<file path="src/rtl/hazard_scoreboard.sv">
// ID-stage hazard unit: load-use, long-op scoreboard RAW/WAW and structural stalls, plus branch flush.
// Optional stall/flush cycle counters are enabled by defining HAZARD_STALL_COUNT_EN.
module hazard_scoreboard #(
    parameter int MAX_PENDING = 2,
    parameter int CNT_W       = 3
) (
    input  logic       clk,
    input  logic       reset,
    input  logic [4:0] if_id_rs1,
    input  logic [4:0] if_id_rs2,
    input  logic       if_id_uses_rs1,
    input  logic       if_id_uses_rs2,
    input  logic [4:0] if_id_rd,
    input  logic       if_id_reg_write,
    input  logic       if_id_long_op,
    input  logic       id_ex_mem_read,
    input  logic [4:0] id_ex_reg_rd,
    input  logic       lu_done,
    input  logic [4:0] lu_done_rd,
    input  logic       ex_branch_taken,
    output logic       pc_write,
    output logic       if_id_write,
    output logic       id_ex_bubble,
    output logic       if_id_flush,
    output logic [1:0] stall_cause
`ifdef HAZARD_STALL_COUNT_EN
    ,
    output logic [31:0] stall_cycles,
    output logic [31:0] flush_cycles
`endif
);

    typedef enum logic [1:0] {
        CAUSE_NONE       = 2'b00,
        CAUSE_LOAD_USE   = 2'b01,
        CAUSE_SCOREBOARD = 2'b10,
        CAUSE_FULL       = 2'b11
    } cause_e;

    localparam logic [CNT_W-1:0] MAX_CNT = CNT_W'(MAX_PENDING);

    logic [31:1]      pending_q;
    logic [31:0]      pending;
    logic [CNT_W-1:0] count;

    logic   load_use, sb_raw, sb_waw, full, stall;
    logic   issue, complete;
    logic [31:0] set_mask, clr_mask;
    cause_e cause;

    // x0 is never tracked, so it can never raise a scoreboard hazard.
    assign pending = {pending_q, 1'b0};

    assign load_use = id_ex_mem_read && (id_ex_reg_rd != 5'd0) &&
                      ((if_id_uses_rs1 && (if_id_rs1 == id_ex_reg_rd)) ||
                       (if_id_uses_rs2 && (if_id_rs2 == id_ex_reg_rd)));
    assign sb_raw   = (if_id_uses_rs1 && pending[if_id_rs1]) ||
                      (if_id_uses_rs2 && pending[if_id_rs2]);
    assign sb_waw   = if_id_reg_write && (if_id_rd != 5'd0) && pending[if_id_rd];
    assign full     = if_id_long_op && if_id_reg_write && (count == MAX_CNT) && !lu_done;
    assign stall    = load_use || sb_raw || sb_waw || full;

    assign issue    = if_id_long_op && if_id_reg_write && (if_id_rd != 5'd0) &&
                      !stall && !ex_branch_taken && !reset;
    assign complete = lu_done && (lu_done_rd != 5'd0) && pending[lu_done_rd];

    assign set_mask = issue    ? (32'd1 << if_id_rd)   : 32'd0;
    assign clr_mask = complete ? (32'd1 << lu_done_rd) : 32'd0;

    // NOTE: every output gets a default before any branch so no path leaves one unassigned (no latch).
    always_comb begin
        pc_write     = 1'b1;
        if_id_write  = 1'b1;
        id_ex_bubble = 1'b0;
        if_id_flush  = 1'b0;
        cause        = CAUSE_NONE;
        if (reset) begin
            pc_write     = 1'b0;
            if_id_write  = 1'b0;
            id_ex_bubble = 1'b1;
        end else if (ex_branch_taken) begin
            id_ex_bubble = 1'b1;
            if_id_flush  = 1'b1;
        end else if (stall) begin
            pc_write     = 1'b0;
            if_id_write  = 1'b0;
            id_ex_bubble = 1'b1;
            if (load_use)             cause = CAUSE_LOAD_USE;
            else if (sb_raw || sb_waw) cause = CAUSE_SCOREBOARD;
            else                       cause = CAUSE_FULL;
        end
    end

    assign stall_cause = cause;

    // NOTE: state registers use non-blocking assignments so all flops update from the same pre-edge values.
    always_ff @(posedge clk) begin
        if (reset) begin
            pending_q <= '0;
            count     <= '0;
        end else begin
            pending_q <= (pending_q & ~clr_mask[31:1]) | set_mask[31:1];
            case ({issue, complete})
                2'b10:   count <= count + CNT_W'(1);
                2'b01:   count <= count - CNT_W'(1);
                default: count <= count;
            endcase
        end
    end

`ifdef HAZARD_STALL_COUNT_EN
    always_ff @(posedge clk) begin
        if (reset) begin
            stall_cycles <= '0;
            flush_cycles <= '0;
        end else begin
            if (stall && !ex_branch_taken && (stall_cycles != 32'hFFFF_FFFF))
                stall_cycles <= stall_cycles + 32'd1;
            if (ex_branch_taken && (flush_cycles != 32'hFFFF_FFFF))
                flush_cycles <= flush_cycles + 32'd1;
        end
    end
`endif

`ifndef SYNTHESIS
    always_ff @(posedge clk) begin
        if (!reset) begin
            assert (count <= MAX_CNT);
            assert (!(issue && !complete && (count == MAX_CNT)));
            assert (!(complete && !issue && (count == '0)));
        end
    end
`endif

endmodule

</file>
<file path="config.mk">
export PLATFORM = sky130hd
export DESIGN_NAME = hazard_scoreboard
export DESIGN_NICKNAME = d
export VERILOG_FILES = /design/src/rtl/hazard_scoreboard.sv
export SDC_FILE = /design/constraint.sdc
export NUM_CORES = 1
export LEC_CHECK = 0
export CAP_MARGIN = 20
export CORE_MARGIN = 2
export CORE_UTILIZATION = 52
export CTS_BUF_LIST = sky130_fd_sc_hd__clkbuf_2 sky130_fd_sc_hd__clkbuf_4 sky130_fd_sc_hd__clkbuf_8
export CTS_CLUSTER_SIZE = 40
export DETAILED_ROUTE_END_ITERATION = 10
export PLACE_DENSITY = 0.79
export REMOVE_ABC_BUFFERS = 1
export SLEW_MARGIN = 25
export SYNTH_ARGS = -nofsm -noshare
export SYNTH_HDL_FRONTEND = slang
export SYNTH_SLANG_ARGS = --single-unit
</file>
<file path="constraint.sdc">
create_clock -name clk -period 3.8 [get_ports clk]
set_input_delay 0.95 -clock clk [delete_from_list [all_inputs] [get_ports clk]]
set_output_delay 0.95 -clock clk [all_outputs]
set_load 0.02 [all_outputs]
</file>
==> results of run 1 <==
-- worst max-delay path, cell delays in order --
cell      delay [ns]
buf_12          0.09
buf_12          0.11
mux4_2          0.52
mux2i_1         0.20
nor2_1          0.10
o21ai_2         0.28
buf_4           0.17
nand4_1         0.07
o21bai_1        0.22
buf_4           0.19
-- cells in the final DEF (no fill, tap or decap), types with 4 or more instances in the layout --
master	instances
buf_12	4
buf_2	4
buf_4	46
buf_6	6
clkbuf_8	5
clkdlybuf4s50_1	21
dfxtp_1	34
dlymetal6s2s_1	4
inv_1	6
mux2i_1	14
mux4_2	24
nand2_1	27
nand3_1	24
nand3b_1	10
nand4_1	6
nor2_1	16
nor2b_1	7
o211ai_1	16
o21ai_0	4
o311ai_0	4
o31ai_1	4
o41ai_1	25
or2_2	5
xnor2_1	10
-- metal layers --
layer	up-vias	wire [µm]	GRT usage
met4	0	795	0.229
li1	1422	-	-
met3	92	1650	0.108
met2	348	5420	0.589
met5	-	0	0
met1	1585	4020	0.432
-- cells by family after synthesis --
kind of cell | count (synthesis)
AO/OA/AOI/OAI | 74
XOR/XNOR | 12
adder cells (fa/ha/maj) | 2
buffers and inverters | 36
flip-flops | 34
multiplexers | 46
AND/OR/NAND/NOR | 113
-- flip-flops by register name, summed over array words and instances, names as in the netlist --
register,flops
count,3
pending_q,31
-- per-stage QoR --
stage          worst slack (ns)   util
2_1_floorplan            -0.929      -
3_3_place_gp             -0.753  0.670
3_5_place_dp             -0.834  0.670
4_1_cts                 0.00615  0.714
5_1_grt                 -0.0891  0.727
6_report                -0.0527  0.727
-- path summary, 6_finish.rpt --
check / end / cells past startpoint / start
max: if_id_write / 10 / if_id_rd[0]
min: count[2] / 2 / count[2]
max reg2reg: count[2] / 13 / pending_q[3]
min reg2reg: count[2] / 2 / count[2]
-- area by class of cell --
| type | instances | area (µm²) | area share |
|---|---|---|---|
| Tap cell | 72 | 90.1 | 0.0222 |
| Clock inverter | 3 | 68.8 | 0.0170 |
| Multi-Input combinational cell | 247 | 2240 | 0.552 |
| Clock buffer | 5 | 68.8 | 0.0170 |
| Timing Repair Buffer | 93 | 883 | 0.218 |
| Inverter | 7 | 26.3 | 0.00648 |
| Sequential cell | 34 | 681 | 0.168 |
-- repair_timing --
action,CTS,global route
pin swaps,10,11
setup endpoints to repair,8,7
resized for setup,62,22
buffers inserted,3,2
gates cloned,1,1
hold buffers,0,0
-- report_power, final --
part / switching, µW / leakage (µW) / internal [µW]
clock network: 156 / 0.0000683 / 263
registers: 2.46 / 0.000274 / 358
logic: 152 / 0.00116 / 136
==> impl_metrics.json, run 1 <==
{
  "status": "finished, violations left",
  "violations": "setup timing",
  "rrSetupSlack_ns": 0.43,
  "fillCellCount": 395,
  "endpoint_kind": "primary output",
  "viasPerCell": 7.48,
  "nNetsFinal": 424,
  "ios": 40,
  "dpl_cell_area_mm2": 0.00373,
  "cts_root_buffer": "clkbuf_8",
  "worst_hold_slack_ns": 0.492,
  "die_h_um": 80.5,
  "drv_slew": 0,
  "antenna_cells": 0,
  "synth_edf_count": 0,
  "ys_seq_area_frac": 0.224,
  "yosys_warnings": 0,
  "grt_pass1_wl_um": 17800,
  "grt_overflow": 0,
  "firstDrtPassIters": 5,
  "clkTransAtPathRegs_ns": 0.08,
  "yosys.area_share.simple": 0.193,
  "yosysTopAreaCellShare": 0.224,
  "async_flop_share": 0,
  "dpl.hpwl_um": 7610,
  "synth_top_area_cell": "dfxtp_1",
  "drcViolationCount": 0,
  "powerDensity_mw_per_mm2": 263,
  "yosysUniqueCellTypes": 54,
  "synthAdderAreaFrac": 0.0107,
  "cp.arrival_ns": 2.90,
  "synth_compound_area_frac": 0.200,
  "drt_iter0_drc": 580,
  "avgSynthCellArea_um2": 9.60,
  "fin_setup_tns_ns": -0.154,
  "power.leakage_uw": 0.00150,
  "synth_area_mm2": 0.00304,
  "clock_latency_ns": 0.30,
  "hold_class": "flip-flop to flip-flop",
  "ys_seq_elements": 34,
  "antenna_found_initial": 0,
  "skew_ns": 0.00584,
  "dp.cells": 446,
  "cts_buffers": 5,
  "grt_pass1_vias": 3350,
  "min_period_ns": 3.85,
  "yosys.cell_count.top_type": "dfxtp_1",
  "place.gp.congestion": 0.986,
  "tightest_slew_ns": 0.396,
  "cp-start-kind": "primary input",
  "vdd_drop_max_mv": 0.213,
  "max_cap_viol_count": 0,
  "instances_no_fill": 461,
  "start_util": 0.546,
  "synthXorXnorAreaFrac": 0.0345,
  "die_x_um": 80.5,
  "rsz0062_at_grt": "true",
  "critPathMaxFanout": 6,
  "area_growth_pct": 33.2,
  "crit_type": "primary input to primary output",
  "wl_per_cell_um": 25.8,
  "yosys-top-cells-count": "dfxtp_1 (34), nand2_1 (28), o41ai_1 (26)",
  "p_total_uw": 1070,
  "cts_tree": "built",
  "min_period_over_period": 1.01,
  "finalHoldViolations": 0,
  "grt_use_total": 0.368,
  "final.setup.worst_slack_ns": -0.0527,
  "final_area_mm2": 0.00405,
  "cts_sinks": 34,
  "vias": 3447,
  "design.die.area_mm2": 0.00648,
  "portBuffers": 39,
  "grt_max_degree": 34,
  "max_freq_ghz": 0.260,
  "synth_flop_cell": "dfxtp_1",
  "synthCells": 317,
  "relSlewSlack": 0.734,
  "drt.antenna.violating_nets": 0,
  "drive_gt1_frac": 0.314,
  "core-area_mm2": 0.00557,
  "setup_viol": 3,
  "routed_wirelength_um": 11900,
  "synth_top_family_by_area": "multiplexers",
  "yosys-mux-area-fraction": 0.269,
  "rows": 27,
  "cts_buffer_depth": 2,
  "htreeDepth": 2,
  "critical_path_required_ns": 2.85,
  "synthTopCellsByArea": "dfxtp_1 (22%), mux4_2 (17%), o41ai_1 (7.5%)"
}
(Power assumes the default switching activity.)
==> inputs of run 2 (changes only) <==
--- a/config.mk
+++ b/config.mk
@@ -12,7 +12,6 @@
 export CTS_CLUSTER_SIZE = 40
 export DETAILED_ROUTE_END_ITERATION = 10
 export PLACE_DENSITY = 0.79
-export REMOVE_ABC_BUFFERS = 1
 export SLEW_MARGIN = 25
 export SYNTH_ARGS = -nofsm -noshare
 export SYNTH_HDL_FRONTEND = slang
==> run 2 against run 1 <==
Against the previous run:
- the flow now finishes without violations
- hold slack better by 0.023 ns
- final cell count is 1.3% higher
- combinational power is 1% lower
- via count is 7.0% lower
- power is 12% lower
- maximum frequency is 1.8% higher
- clock power is 30% lower
- worst setup slack better by 0.070 ns
- critical endpoint is now id_ex_bubble
==> impl_metrics.json, run 2 (synthesis gave the netlist of run 1 again) <==
{
  "min_period_over_period": 0.995,
  "cts_tree": "built",
  "p_sw_frac": 0.307,
  "finalHoldViolations": 0,
  "rrSetupSlack_ns": 0.59,
  "top_register": "pending_q",
  "critical_path_required_ns": 2.85,
  "seq_power_share": 0.384,
  "drv_slew": 0,
  "max_cap_viol_count": 0,
  "endpoint_kind": "primary output",
  "die_h_um": 80.5,
  "regArea_um2": 681,
  "drt.antenna.violating_nets": 0,
  "grt_use_total": 0.330,
  "drt_iter0_drc": 301,
  "firstDrtPassIters": 5,
  "crit_type": "primary input to primary output",
  "design.die.area_mm2": 0.00648,
  "htreeDepth": 2,
  "power.internal_uw": 651,
  "min_period_ns": 3.78,
  "cts_buffer_depth": 2,
  "drive_gt1_frac": 0.327,
  "largest_reg_flops": 31,
  "vdd_drop_max_mv": 0.200,
  "hold_class": "flip-flop to flip-flop",
  "dpl.hpwl_um": 7520,
  "multiInputGateArea_mm2": 0.00222,
  "nNetsFinal": 430,
  "grt_max_degree": 34,
  "grt_overflow": 0,
  "power.leakage_uw": 0.00148,
  "ios": 40,
  "relSlewSlack": 0.649,
  "rows": 27,
  "drcViolationCount": 0,
  "antenna_found_initial": 0,
  "portBuffers": 39,
  "rsz0062_at_grt": "true",
  "setup_viol": 0,
  "cp-start-kind": "primary input",
  "antenna_cells": 0,
  "comb_power_share": 0.302,
  "start_util": 0.546,
  "endpoint": "id_ex_bubble",
  "powerDensity_mw_per_mm2": 233,
  "cts_buffers": 5,
  "pwr-share-clk": 0.314,
  "syn_nets": 353,
  "vias": 3205,
  "final_common_cell": "buf_4",
  "viasPerCell": 6.86,
  "r2r-end": "count[2]",
  "place.gp.congestion": 0.941,
  "cts_root_buffer": "clkbuf_8",
  "grt_pass1_vias": 3221,
  "fillCellCount": 416,
  "critPathMaxFanout": 3,
  "r2r-start": "pending_q[7]",
  "routed_wirelength_um": 10700,
  "clkTransAtPathRegs_ns": 0.06,
  "skew_ns": 0.00763,
  "wl_per_cell_um": 23.0,
  "worstRegToRegCells": 13,
  "clock_latency_ns": 0.30,
  "p_sw_uw": 288,
  "tightest_slew_ns": 0.521,
  "p_total_uw": 938,
  "die_x_um": 80.5,
  "max_freq_ghz": 0.264,
  "final_cell_mix": "buf_4 (52), dfxtp_1 (34), nand2_1 (27)",
  "grt_pass1_wl_um": 16000,
  "worstSetupStartpoint": "id_ex_reg_rd[1]",
  "cp.arrival_ns": 2.83,
  "cts_sinks": 34,
  "core-area_mm2": 0.00557,
  "area_growth_pct": 32.3,
  "cts_hold_buf": 0,
  "status": "complete, no violations",
  "top_regs": "pending_q: 31 flops, count: 3 flops",
  "fin_setup_tns_ns": 0
}
## run 2: cell types whose count changed in the layout (fill, tap and decap cells not counted), moves of 2 or more
| cell | previous run | this run |
|---|---|---|
| buf_4 | 46 | 52 |
| buf_6 | 6 | 8 |
| bufinv_16 | 2 | 0 |
| clkdlybuf4s50_1 | 21 | 23 |
| dlygate4sd2_1 | 3 | 1 |
| mux2i_1 | 14 | 12 |
| mux2i_2 | 1 | 3 |
| mux4_1 | 3 | 1 |
| mux4_2 | 24 | 26 |
## run 2: final cells by class
| type | count | area share |
|---|---|---|
| multi-input combinational | 247 | 0.551 |
| timing repair buffer | 99 | 0.228 |
| sequential | 34 | 0.169 |
| clock buffer | 7 | 0.0224 |
| tap | 72 | 0.0224 |
| inverter | 7 | 0.00653 |
| clock inverter | 1 | 0.00124 |
## run 2: power groups by stage
stage,logic (µW),clock network [µW],registers [µW]
3_3_place_gp,244,0,368
5_1_grt,299,311,360
6_report,284,295,360
2_1_floorplan,137,0,368
4_1_cts,258,292,360
3_5_place_dp,248,0,368
## run 2: worst min-delay path by stage
| stage | startpoint | endpoint | slack, ns | depth (start not counted) |
|---|---|---|---|---|
| 4_1_cts | count[2] | count[2] | 0.51 | 2 |
| 3_3_place_gp | count[1] | count[1] | 0.48 | 2 |
| 2_1_floorplan | count[1] | count[1] | 0.46 | 2 |
| 5_1_grt | count[2] | count[2] | 0.54 | 2 |
| 3_5_place_dp | count[2] | count[2] | 0.50 | 2 |
| 6_report | count[2] | count[2] | 0.52 | 2 |
## run 2: repair_timing
action / in CTS / in global routing
resized for setup: 61 / 22
pin swaps: 11 / 10
cloned: 1 / 2
setup endpoints to repair: 7 / 6
setup buffers: 1 / 3
## run 2: per-stage QoR
stage	hold slack, ns	cells	area, µm²	util	setup slack [ns]
2_1_floorplan	0.459	317	3040	-	0.0627
3_3_place_gp	0.475	452	3780	0.678	-0.763
3_5_place_dp	0.496	452	3780	0.678	-0.843
4_1_cts	0.506	462	3930	0.704	0.00482
5_1_grt	0.535	467	4030	0.722	-0.0576
6_report	0.515	467	4030	0.722	0.0173
## run 2: critical path, stage by stage
cell             delay [ns]
clkdlybuf4s50_1        0.44
or4_1                  0.53
o21a_1                 0.22
nand2_2                0.09
nand2_1                0.09
or3_1                  0.37
buf_6                  0.14
## run 2: metal layers
layer / track usage / share of wire / vias to the layer above
li1: - / - / 1415
met1: 0.409 / 0.37 / 1539
met5: 0 / 0 / -
met3: 0.0573 / 0.10 / 48
met4: 0.164 / 0.042 / 0
met2: 0.553 / 0.49 / 203
==> inputs of run 3 (changes only) <==
--- a/config.mk
+++ b/config.mk
@@ -5,7 +5,7 @@
 export SDC_FILE = /design/constraint.sdc
 export NUM_CORES = 1
 export LEC_CHECK = 0
-export CAP_MARGIN = 20
+export CAP_MARGIN = 5
 export CORE_MARGIN = 2
 export CORE_UTILIZATION = 52
 export CTS_BUF_LIST = sky130_fd_sc_hd__clkbuf_2 sky130_fd_sc_hd__clkbuf_4 sky130_fd_sc_hd__clkbuf_8
==> results of run 3 <==
Final layout, timing and power as in run 2 (identical DEF).
